### src/rtl/lsu_pkg.sv
// Shared encodings for the load/store sequencer: width/sign selects, FSM states
// and the access-size helpers used for lane masking and split detection.
package lsu_pkg;

    localparam logic [2:0] SEL_B  = 3'b000;
    localparam logic [2:0] SEL_H  = 3'b001;
    localparam logic [2:0] SEL_W  = 3'b010;
    localparam logic [2:0] SEL_BU = 3'b011;
    localparam logic [2:0] SEL_HU = 3'b101;

    typedef enum logic [1:0] {
        ST_IDLE  = 2'd0,
        ST_BEAT0 = 2'd1,
        ST_BEAT1 = 2'd2,
        ST_DONE  = 2'd3
    } state_t;

    // Access size in bytes; unlisted encodings behave as a word.
    function automatic logic [2:0] sel_size(input logic [2:0] sel);
        case (sel)
            SEL_B, SEL_BU: sel_size = 3'd1;
            SEL_H, SEL_HU: sel_size = 3'd2;
            default:       sel_size = 3'd4;
        endcase
    endfunction

    function automatic logic [3:0] size_mask(input logic [2:0] sel);
        case (sel)
            SEL_B, SEL_BU: size_mask = 4'b0001;
            SEL_H, SEL_HU: size_mask = 4'b0011;
            default:       size_mask = 4'b1111;
        endcase
    endfunction

endpackage

### src/rtl/lsu_extract.sv
// Combinational load-data extraction: shifts the merged beats down by the byte
// offset, then selects byte/half/word with sign or zero extension.
module lsu_extract
    import lsu_pkg::*;
(
    input  logic [63:0] beats,
    input  logic [1:0]  offset,
    input  logic [2:0]  sel,
    output logic [31:0] ld_data
);

    logic [63:0] shifted_s;

    // Byte-align the addressed datum, then extend it to a full register.
    always_comb begin
        shifted_s = beats >> {offset, 3'b000};
        case (sel)
            SEL_B:   ld_data = {{24{shifted_s[7]}}, shifted_s[7:0]};
            SEL_H:   ld_data = {{16{shifted_s[15]}}, shifted_s[15:0]};
            SEL_BU:  ld_data = {24'h000000, shifted_s[7:0]};
            SEL_HU:  ld_data = {16'h0000, shifted_s[15:0]};
            default: ld_data = shifted_s[31:0];
        endcase
    end

endmodule

### src/rtl/lsu_ctrl.sv
// Load/store sequencer for the single data-memory port: one or two word beats per
// request, lane-shifted store data and byte enables, extended load writeback.
module lsu_ctrl
    import lsu_pkg::*;
#(
    parameter logic MISALIGN_EN = 1'b1
) (
    input  logic        clk,
    input  logic        rst_n,
    input  logic        start,
    output logic        start_rdy,
    input  logic        is_store,
    input  logic [2:0]  sel,
    input  logic [31:0] addr,
    input  logic [31:0] wdata,
    output logic        mem_req,
    output logic        mem_we,
    output logic [31:0] mem_addr,
    output logic [3:0]  mem_be,
    output logic [31:0] mem_wdata,
    input  logic [31:0] mem_rdata,
    input  logic        mem_ready,
    output logic        done,
    output logic [31:0] ld_data,
    output logic        misalign
);

    state_t      state_r, state_nx;
    logic        is_store_r;
    logic [2:0]  sel_r;
    logic [31:0] addr_r, wdata_r, lo_r;

    logic        cur_store_s;
    logic [2:0]  cur_sel_s;
    logic [31:0] cur_addr_s, cur_wdata_s;
    logic        split_s;
    logic [63:0] w64_s;
    logic [7:0]  be8_s;
    logic [29:0] word_s;
    logic        accept_s, mis_s, ld_upd_s;
    logic        req_nx_s;
    logic [31:0] addr_nx_s, wd_nx_s;
    logic [3:0]  be_nx_s;
    logic [63:0] beats_s;
    logic [31:0] ext_s;

    // In IDLE the request comes straight from the ports so beat 0 can launch on accept.
    always_comb begin
        if (state_r == ST_IDLE) begin
            cur_store_s = is_store;
            cur_sel_s   = sel;
            cur_addr_s  = addr;
            cur_wdata_s = wdata;
        end else begin
            cur_store_s = is_store_r;
            cur_sel_s   = sel_r;
            cur_addr_s  = addr_r;
            cur_wdata_s = wdata_r;
        end
        word_s  = cur_addr_s[31:2];
        split_s = ({1'b0, sel_size(cur_sel_s)} + {2'b00, cur_addr_s[1:0]}) > 4'd4;
        w64_s   = {32'h0000_0000, cur_wdata_s} << {cur_addr_s[1:0], 3'b000};
        be8_s   = {4'b0000, size_mask(cur_sel_s)} << cur_addr_s[1:0];
    end

    // Next-state logic and the one-shot control strobes.
    always_comb begin
        state_nx = state_r;
        accept_s = 1'b0;
        mis_s    = 1'b0;
        ld_upd_s = 1'b0;
        case (state_r)
            ST_IDLE: begin
                if (start) begin
                    if (split_s && !MISALIGN_EN) begin
                        mis_s = 1'b1;
                    end else begin
                        accept_s = 1'b1;
                        state_nx = ST_BEAT0;
                    end
                end else begin
                    state_nx = ST_IDLE;
                end
            end
            ST_BEAT0: begin
                if (mem_ready) begin
                    if (split_s) begin
                        state_nx = ST_BEAT1;
                    end else begin
                        state_nx = ST_DONE;
                        ld_upd_s = !is_store_r;
                    end
                end else begin
                    state_nx = ST_BEAT0;
                end
            end
            ST_BEAT1: begin
                if (mem_ready) begin
                    state_nx = ST_DONE;
                    ld_upd_s = !is_store_r;
                end else begin
                    state_nx = ST_BEAT1;
                end
            end
            ST_DONE:  state_nx = ST_IDLE;
            default:  state_nx = ST_IDLE;
        endcase
    end

    // Beat outputs are computed for the state being entered, so they are registered
    // and stay frozen while a beat waits on mem_ready.
    always_comb begin
        req_nx_s  = 1'b0;
        addr_nx_s = mem_addr;
        be_nx_s   = mem_be;
        wd_nx_s   = mem_wdata;
        case (state_nx)
            ST_BEAT0: begin
                req_nx_s  = 1'b1;
                addr_nx_s = {word_s, 2'b00};
                be_nx_s   = cur_store_s ? be8_s[3:0] : 4'b1111;
                wd_nx_s   = cur_store_s ? w64_s[31:0] : 32'h0000_0000;
            end
            ST_BEAT1: begin
                req_nx_s  = 1'b1;
                addr_nx_s = {word_s + 30'd1, 2'b00};
                be_nx_s   = cur_store_s ? be8_s[7:4] : 4'b1111;
                wd_nx_s   = cur_store_s ? w64_s[63:32] : 32'h0000_0000;
            end
            default: begin
                req_nx_s = 1'b0;
            end
        endcase
    end

    // The final beat's read data bypasses lo_r so ld_data is ready together with done.
    always_comb begin
        if (state_r == ST_BEAT1) begin
            beats_s = {mem_rdata, lo_r};
        end else begin
            beats_s = {32'h0000_0000, mem_rdata};
        end
    end

    lsu_extract u_extract (
        .beats   (beats_s),
        .offset  (addr_r[1:0]),
        .sel     (sel_r),
        .ld_data (ext_s)
    );

    // State, request capture, low-beat capture and all registered outputs.
    always_ff @(posedge clk or negedge rst_n) begin
        if (!rst_n) begin
            state_r    <= ST_IDLE;
            is_store_r <= 1'b0;
            sel_r      <= 3'b000;
            addr_r     <= 32'h0000_0000;
            wdata_r    <= 32'h0000_0000;
            lo_r       <= 32'h0000_0000;
            start_rdy  <= 1'b1;
            mem_req    <= 1'b0;
            mem_we     <= 1'b0;
            mem_addr   <= 32'h0000_0000;
            mem_be     <= 4'b0000;
            mem_wdata  <= 32'h0000_0000;
            done       <= 1'b0;
            ld_data    <= 32'h0000_0000;
            misalign   <= 1'b0;
        end else begin
            state_r <= state_nx;
            if (accept_s) begin
                is_store_r <= is_store;
                sel_r      <= sel;
                addr_r     <= addr;
                wdata_r    <= wdata;
            end
            if ((state_r == ST_BEAT0) && mem_ready && !is_store_r) begin
                lo_r <= mem_rdata;
            end
            if (ld_upd_s) begin
                ld_data <= ext_s;
            end
            start_rdy <= (state_nx == ST_IDLE);
            mem_req   <= req_nx_s;
            mem_we    <= req_nx_s && cur_store_s;
            mem_addr  <= addr_nx_s;
            mem_be    <= be_nx_s;
            mem_wdata <= wd_nx_s;
            done      <= (state_nx == ST_DONE);
            misalign  <= mis_s;
        end
    end

endmodule

### config.mk
export PLATFORM = sky130hd
export DESIGN_NAME = lsu_ctrl
export DESIGN_NICKNAME = d
export VERILOG_FILES = /design/src/rtl/lsu_pkg.sv /design/src/rtl/lsu_extract.sv /design/src/rtl/lsu_ctrl.sv
export SDC_FILE = /design/constraint.sdc
export NUM_CORES = 1
export LEC_CHECK = 0
export CAP_MARGIN = 20
export CORE_MARGIN = 2
export CORE_UTILIZATION = 54
export CTS_BUF_LIST = sky130_fd_sc_hd__clkbuf_4 sky130_fd_sc_hd__clkbuf_8 sky130_fd_sc_hd__clkbuf_16
export DETAILED_ROUTE_END_ITERATION = 6
export PLACE_DENSITY = 0.81
export SKIP_LAST_GASP = 1
export SYNTH_ARGS = -nofsm -noshare
export SYNTH_HDL_FRONTEND = slang
export SYNTH_SLANG_ARGS = --single-unit
### constraint.sdc
create_clock -name clk -period 5.9 [get_ports clk]
set_input_delay 1.77 -clock clk [delete_from_list [all_inputs] [get_ports clk]]
set_output_delay 1.77 -clock clk [all_outputs]
set_load 0.005 [all_outputs]
==> impl_metrics.ini <==
[cells_and_area]
nNetsFinal = 1375
multi_input_area_um2 = 6410
fillers = 1620
stdcell_area_um2 = 15000
seq_area_um2 = 5110
drive_above_1_share = 0.206
n_antenna_cell = 0
area_growth_pct = 25.8

[timing]
post-route-min-period_ps = 5510
skew_ps = 13.3
fmax_mhz = 182
slew_headroom = 0.285
fin_crit_sh = 0.933
tightest_slew_ps = 1070
hold_viol = 0
slew_violations = 0
setup_viol = 0
rsz0062_at_grt = no
setup_tns_ps = 0

[die]
rows = 54
coreArea_um2 = 21800
dieArea_um2 = 23300
die_w_um = 153
initial_core_util = 0.549
ios = 209
die_y_um = 153

[synthesis]
synth_edf_count = 0
async_reset_ff_frac = 1.00
yosys_register_bits = 204
yosysWarningCount = 0
syn_inst = 1081
ys.flop_type = dfrtp_1
syn_avg_cell_area_um2 = 11.0
netlist_area_um2 = 11900
synth-seq-area-share = 0.428
synth.distinct_cells = 70

[grt]
grtUsageTotal = 0.271
antenna_found_initial = 1
grt-ovfl-total = 0
grt_max_degree = 116
grt_pass1_vias = 9703
grt_pass1_wl_um = 52200

[power_and_ir_drop]
power_frac_clock = 0.159
comb_power_share = 0.568
p_sw_mw = 3.78
worst_ir_drop_vdd_uv = 401
p_per_area_nw_per_um2 = 626
intPower_mw = 5.61
seq_power_share = 0.273
p_sw_frac = 0.403
leakagePower_nw = 6.11

[placed_design]
placed_area_um2 = 14200
place_congestion = 0.855
dpl.hpwl_um = 21500
portBuffers = 205

[worst_setup_path]
critPathLaunchType = input pin
cp_max_fo = 12
worstPathRequired_ps = 6300
critPathKind = input pin to flip-flop
end_kind = flip-flop
arrival_ps = 5910

[clocking]
ctsHoldBuffers = 0
cts-root-buf = clkbuf_16
cts_buffer_depth = 3
cts_resized = 0
cts_buffers = 24
cts.htree.levels = 1
insertion_delay_ps = 520
post_cts_buffers = 0
path_clk_slew_ps = 60
clock-sinks = 204
cts_tree = yes

[detailed_routing]
drc = 0
drt-vias-per-instance = 6.25
wire_per_inst_um = 20.5
num_vias = 9713
drt_wl_total_um = 31900
dr.pass1.iters = 5
ant_nets = 0
drtIter0Drc = 632

[status]
outcome = finished, final reports clean

[run]
max_cap_violations = 0

[min_path]
min_path_type = flip-flop to flip-flop
## path summary, 6_finish.rpt
check,from,to,slack (ps),cells past startpoint
min in group asynchronous,rst_n,lo_r[27]$_DFFE_PN0P_,1370,1
worst min-delay path,mem_wdata[23]$_DFFE_PN0P_,mem_wdata[23]$_DFFE_PN0P_,500,1
worst max-delay path,sel[1],mem_addr[28]$_DFFE_PN0P_,390,17
max in group asynchronous,rst_n,state_r[0]$_DFF_PN0_,3360,2
worst max register to register,state_r[0]$_DFF_PN0_,mem_addr[28]$_DFFE_PN0P_,1140,19
worst min register to register,mem_wdata[23]$_DFFE_PN0P_,mem_wdata[23]$_DFFE_PN0P_,500,1
## metrics by stage
step                hold slack, ps  cells  total power, mW  worst slack [ps]  utilization
finish                         495   1553             9.39               394        0.690
global route                   516   1553             10.0               137        0.690
CTS                            496   1553             9.39               409        0.690
detailed placement             475   1513             7.84              -122        0.653
global placement               475   1513             7.68               114        0.653
floorplan                      474   1083             6.15              61.0            -
## cell usage after synthesis, drive strengths merged (13+ instances only)
cell,count,area share
nand4,13,0.0068
mux4,15,0.028
o21ai,42,0.018
clkbuf,38,0.012
a21oi,39,0.016
mux2,161,0.15
o22ai,19,0.010
a31oi,37,0.019
nand3,23,0.012
nor2,29,0.0091
nor2b,22,0.012
dfrtp,203,0.43
mux2i,97,0.081
inv,15,0.0047
a211oi,18,0.011
buf,47,0.022
a22oi,15,0.0094
o2bb2ai,28,0.021
nand2,71,0.022
## per-layer routing
| metal | vias up | share of wire | global-route usage |
|---|---|---|---|
| met1 | 4770 | 0.43 | 0.380 |
| met5 | - | 0.00034 | 0 |
| met3 | 60 | 0.076 | 0.0481 |
| met4 | 2 | 0.028 | 0.0851 |
| met2 | 419 | 0.47 | 0.432 |
| li1 | 4462 | - | - |
## layout by cell type, fill, tap and decap left out, types with 8 or more instances in the layout
cell,instances
a21oi_1,39
nand3_1,20
a2bb2oi_1,8
a22oi_1,15
mux2i_1,96
nand4_1,13
inv_1,13
dfrtp_1,202
ha_1,9
clkbuf_16,25
nor2b_1,22
o22ai_1,19
clkbuf_8,8
o31ai_1,8
clkdlybuf4s50_1,204
mux2_2,161
a31oi_1,37
nor2_1,29
buf_4,30
xor2_1,12
o2bb2ai_1,28
a211oi_1,18
o21ai_0,42
nand2_1,70
nor3_1,10
mux4_2,15
## cell type report
type,instances,area share
clock buffer,37,0.0506
clock inverter,3,0.00267
inverter,16,0.00400
multi-input combinational,778,0.427
sequential,204,0.340
tap,280,0.0233
timing repair buffer,235,0.152
## cell families (layout without fill, tap and decap cells)
logic type,after synthesis,in the layout,synth area share
compound gates,269,269,0.159
xor+xnor,15,15,0.0110
fa+ha+maj,13,13,0.0140
buf+inv,101,291,0.0386
flops,204,204,0.428
mux,273,273,0.262
other cells,1,3,0.000314
simple gates,205,205,0.0873
## flip-flops by register name (all words and copies together) (netlist names), 2 cells and up
name       flops
lo_r          32
state_r        2
mem_wdata     32
addr_r        32
mem_be         4
ld_data       32
mem_addr      30
sel_r          3
wdata_r       32
## worst max-delay path, stage by stage
cell and delay [ps]:
clkdlybuf4s50_1 520, nor2b_1 200, o32a_1 200, nor2_1 70, ha_1 210, fa_1 530, o21bai_1 70, a21oi_1 130
nand3_1 120, a21boi_0 240, o31a_1 220, ha_1 200, nand2_1 130, a2111oi_4 380, nand3_4 220, o311a_1 420
a221o_1 260
## power groups by stage
stage	clock (mW)	sequential (mW)	combinational [mW]
6_report	1.50	2.56	5.33
5_1_grt	1.57	2.65	5.81
4_1_cts	1.52	2.55	5.32
3_5_place_dp	0	2.56	5.28
3_3_place_gp	0	2.54	5.14
2_1_floorplan	0	2.46	3.69
Power figures use the tool's default switching activity.
==> RTL edit 1: new RTL, same settings <==
Encoding of `state_t`: now one-hot (4 bits for 4 states).
--- a/src/rtl/lsu_pkg.sv
+++ b/src/rtl/lsu_pkg.sv
@@ -9,9 +9,9 @@
     localparam logic [2:0] SEL_HU = 3'b101;
 
-    typedef enum logic [1:0] {
-        ST_IDLE  = 2'd0,
-        ST_BEAT0 = 2'd1,
-        ST_BEAT1 = 2'd2,
-        ST_DONE  = 2'd3
+    typedef enum logic [3:0] {
+        ST_IDLE  = 4'b0001,
+        ST_BEAT0 = 4'b0010,
+        ST_BEAT1 = 4'b0100,
+        ST_DONE  = 4'b1000
     } state_t;
 
Behaviour: same outputs for any inputs over 4 cycles, from zero or initial values and one cycle with rst_n low; so few cycles prove little.
==> RTL edit 1 against the unedited design <==
- wire length rose by 13%
- global-route usage rose by 2.7 points
- area after synthesis rose by 3.0%
- worst hold slack got worse by 8.0 ps
- non-clock buffer count fell by 3
- setup slack improved by 520 ps
- power fell by 2.3%
- design area rose by 2.1%
- sequential cell count rose by 2
- maximum frequency rose by 10%
- clock skew fell by 3.4 ps
- critical path type unchanged
- largest cell class unchanged
- highest routed layer unchanged
==> RTL edit 1: results <==
metrics = {
    "yosys": {
        "ys_seq_area_share_pct": 42.0,
        "yosys-top-cells-count": "204 x dfrtp_1, 128 x nand2_1, 120 x mux2_2, 120 x mux2i_1, 65 x clkbuf_1",
        "postSynthCellCount": 1229,
        "synthTopCellsByArea": "dfrtp_1 42%, mux2_2 11%, mux2i_1 9.8%, nand2_1 3.9%, a211oi_1 2.9%",
    },
    "setup_path": {
        "r2r_slack_ps": 1230,
        "r2r_cells": 14,
        "r2r-end": "ld_data[4]",
        "worstPathMaxFanout": 72,
        "critPathArrivalTime_ps": 5360,
        "r2r_start": "state_r[0]",
        "crit_family": "simple AND/OR/NAND/NOR gates",
        "endpoint": "mem_addr[21]",
        "slowest_delay_ps": 680,
    },
    "place": {
        "place_congestion": 0.891,
        "placed_cell_area_um2": 14500,
        "post-place-ws_ps": 435,
        "post-dp-hpwl_mm": 24.2,
        "placedCellCount": 1649,
    },
    "finish": {
        "stdcell_count": 1691,
        "fin_nets": 1497,
        "drive_above_1_share_pct": 15.8,
    },
    "grt": {
        "met3_usage_pct": 5.46,
        "grt_pass1_wl_mm": 57.3,
        "grtUsageTotal_pct": 29.8,
        "met1_usage_pct": 40.0,
        "grt_pass1_vias": 10600,
        "grt_use_met2_pct": 48.9,
        "grt_start_max_net_pins": 109,
    },
    "min_path": {
        "hp-start": "mem_wdata[31]",
        "min_to": "mem_wdata[31]",
        "holdPathStages": 2,
    },
    "detailed_routing": {
        "drtIter0Drc": 1005,
        "wl_per_cell_um": 21.2,
    },
    "power": {
        "p_switching_uw": 3830,
        "vdd.ir_drop.worst_mv": 0.407,
        "p_leak_uw": 0.00659,
    },
    "outcome": {
        "status": "completed",
    },
    "sta": {
        "whs_ps": 487,
        "final.setup_skew_ps": 9.88,
        "post-route-period-util_pct": 84.5,
        "relSlewSlack_pct": 34.9,
    },
}
RTL edit 1: cell types whose count changed in the layout (fill, tap and decap cells not counted), moves of 12 or more:
cell / unedited run / this run
a221o_1: 5 / 18
mux4_2: 15 / 3
nor2_1: 29 / 46
mux2i_1: 96 / 120
a21oi_1: 39 / 63
nor3_1: 10 / 38
nand3_1: 20 / 47
mux2_2: 161 / 120
a211oi_1: 18 / 48
o22ai_1: 19 / 2
nand2_1: 70 / 127
a22oi_1: 15 / 0
a31oi_1: 37 / 20
o2bb2ai_1: 28 / 0
RTL edit 1: worst min-delay path, cell delays in order (launching register included):
cell and delay [ps]:
dfrtp_1 350, nand2_1 50, o21ai_0 60
RTL edit 1: power by group through the flow:
stage / clock, µW / combinational [µW] / sequential, µW
global route: 1610 / 5420 / 2720
floorplan: 0 / 3380 / 2450
CTS: 1540 / 4960 / 2620
global placement: 0 / 4790 / 2610
detailed placement: 0 / 4930 / 2630
finish: 1530 / 5010 / 2640
RTL edit 1: final cells by class:
cell class	count	area (µm²)
multi-input cells	907	6660
inverters	19	71.3
flip-flops and latches	206	5160
clock buffers	34	696
fillers	1680	7180
well taps	285	357
clock inverters	7	114
diodes	1	2.50
repair buffers	232	2270
RTL edit 1: layer usage:
metal	up-vias	part of all wire [%]
met1	5264	41
met2	552	47
met5	-	0.036
met3	89	8.6
li1	4908	-
met4	2	3.6
RTL edit 1: cells by family after synthesis:
| kind of cell | count (synthesis) | share of synthesized area, % |
|---|---|---|
| other | 1 | 0.0305 |
| and+or+nand+nor | 348 | 14.1 |
| AOI/OAI and AO/OA | 294 | 16.9 |
| xor gates and xnor gates | 12 | 0.855 |
| adders and majority gates | 5 | 0.550 |
| buffers and inverters | 118 | 4.06 |
| muxes | 245 | 21.6 |
| DFF | 206 | 42.0 |
==> RTL edit 2: new RTL, same settings <==
Made on the original files. `MISALIGN_EN`: 1'b1 -> 1'b0.
--- a/src/rtl/lsu_ctrl.sv
+++ b/src/rtl/lsu_ctrl.sv
@@ -4,5 +4,5 @@
     import lsu_pkg::*;
 #(
-    parameter logic MISALIGN_EN = 1'b1
+    parameter logic MISALIGN_EN = 1'b0
 ) (
     input  logic        clk,
Formal check against the unedited RTL: not equivalent (Yosys sat finds a counterexample within 4 cycles, from zero or initial values and one cycle with rst_n low).
==> RTL edit 2 against the unedited design <==
- largest power group unchanged
- sequential power hardly changed
- wire length is 2.3% lower
- global-route usage is 0.45 points lower
- synthesized cell count is 0.74% lower
- sequential cell count is 1 higher
- design area is 0.13% lower
- area after synthesis is 0.72% lower
- setup slack worse by 110 ps
- power is 4.0% higher
==> RTL edit 2: results <==
metrics = {
    "outcome": {
        "status": "completed",
    },
    "power": {
        "vdd.ir_drop.worst_mv": 0.424,
        "p_leak_uw": 0.00629,
        "combPwrFrac_pct": 59.1,
        "p_sw_share_pct": 41.3,
    },
    "detailed_routing": {
        "vias_per_cell": 6.11,
        "top_layer": "met4",
        "drtIter0Drc": 607,
        "routed_wl_mm": 31.1,
        "wl_met3_mm": 2.03,
    },
    "grt": {
        "met1_usage_pct": 37.0,
        "grt_pass1_wl_mm": 51.1,
        "grt_start_max_net_pins": 117,
        "grt_pass1_vias": 9551,
        "grtUsageTotal_pct": 26.6,
    },
    "yosys": {
        "ys_seq_area_share_pct": 43.3,
        "muxShareOfSynthArea_pct": 27.1,
        "postSynthCellCount": 1073,
        "synth_compound_area_share_pct": 14.9,
        "synth_adder_area_share_pct": 1.50,
        "synthTopCellsByArea": "dfrtp_1 43%, mux2_2 13%, mux2i_1 8.7%, mux2_1 3.8%, nand2_1 3.0%",
    },
    "sta": {
        "final.setup_skew_ps": 15.9,
        "setup_ws_ps": 282,
    },
    "floorplanning": {
        "die_w_um": 152,
    },
    "place": {
        "post-dp-hpwl_mm": 21.5,
        "place_congestion": 0.901,
        "placedCellCount": 1514,
    },
    "finish": {
        "fillers": 1614,
        "fin_nets": 1376,
    },
    "setup_path": {
        "r2r_slack_ps": 1070,
        "worstPathMaxFanout": 7,
        "endpoint": "mem_addr[24]",
        "r2r_cells": 18,
        "r2r-end": "mem_addr[24]",
    },
}
RTL edit 2: cell types whose count changed after synthesis, moves of 22 or more:
cell and delta:
mux2_1 +40, a31oi_1 -35, mux2_2 -27, o2bb2ai_1 -27
nand2_1 +24, a22o_1 +22
RTL edit 2: stage by stage:
| step | total power, µW | area (µm²) | setup TNS (ps) | hold WS [ps] |
|---|---|---|---|---|
| 6_report | 9770 | 15000 | 0 | 482 |
| 5_1_grt | 10400 | 15000 | 0 | 503 |
| 4_1_cts | 9780 | 15000 | 0 | 487 |
| 3_5_place_dp | 8280 | 14200 | -759 | 473 |
| 3_3_place_gp | 8130 | 14200 | 0 | 467 |
| 2_1_floorplan | 6450 | 11900 | 0 | 464 |
RTL edit 2: layout make-up:
| class | instances | area share, % |
|---|---|---|
| Clock buffer | 33 | 4.78 |
| Antenna cell | 1 | 0.0167 |
| Timing Repair Buffer | 237 | 15.5 |
| Multi-Input combinational cell | 769 | 42.2 |
| Sequential cell | 205 | 34.2 |
| Clock inverter | 10 | 0.367 |
| Inverter | 23 | 0.576 |
| Tap cell | 280 | 2.34 |
RTL edit 2: critical path: cells and delay by family:
family,cells,cell delay (ps)
buffers and inverters,1,470
xor gates and xnor gates,1,180
muxes,1,160
AOI/OAI and AO/OA,7,1610
adders and majority gates,3,950
and+or+nand+nor,5,840
RTL edit 2: worst min-delay path by stage:
stage,depth (start not counted),to,startpoint
after floorplan,1,wdata_r[24],wdata_r[24]
after CTS,2,mem_addr[11],mem_addr[11]
final,1,ld_data[30],ld_data[30]
after global routing,1,wdata_r[25],wdata_r[25]
after global placement,2,mem_addr[21],mem_addr[21]
after detailed placement,2,mem_addr[8],mem_addr[8]
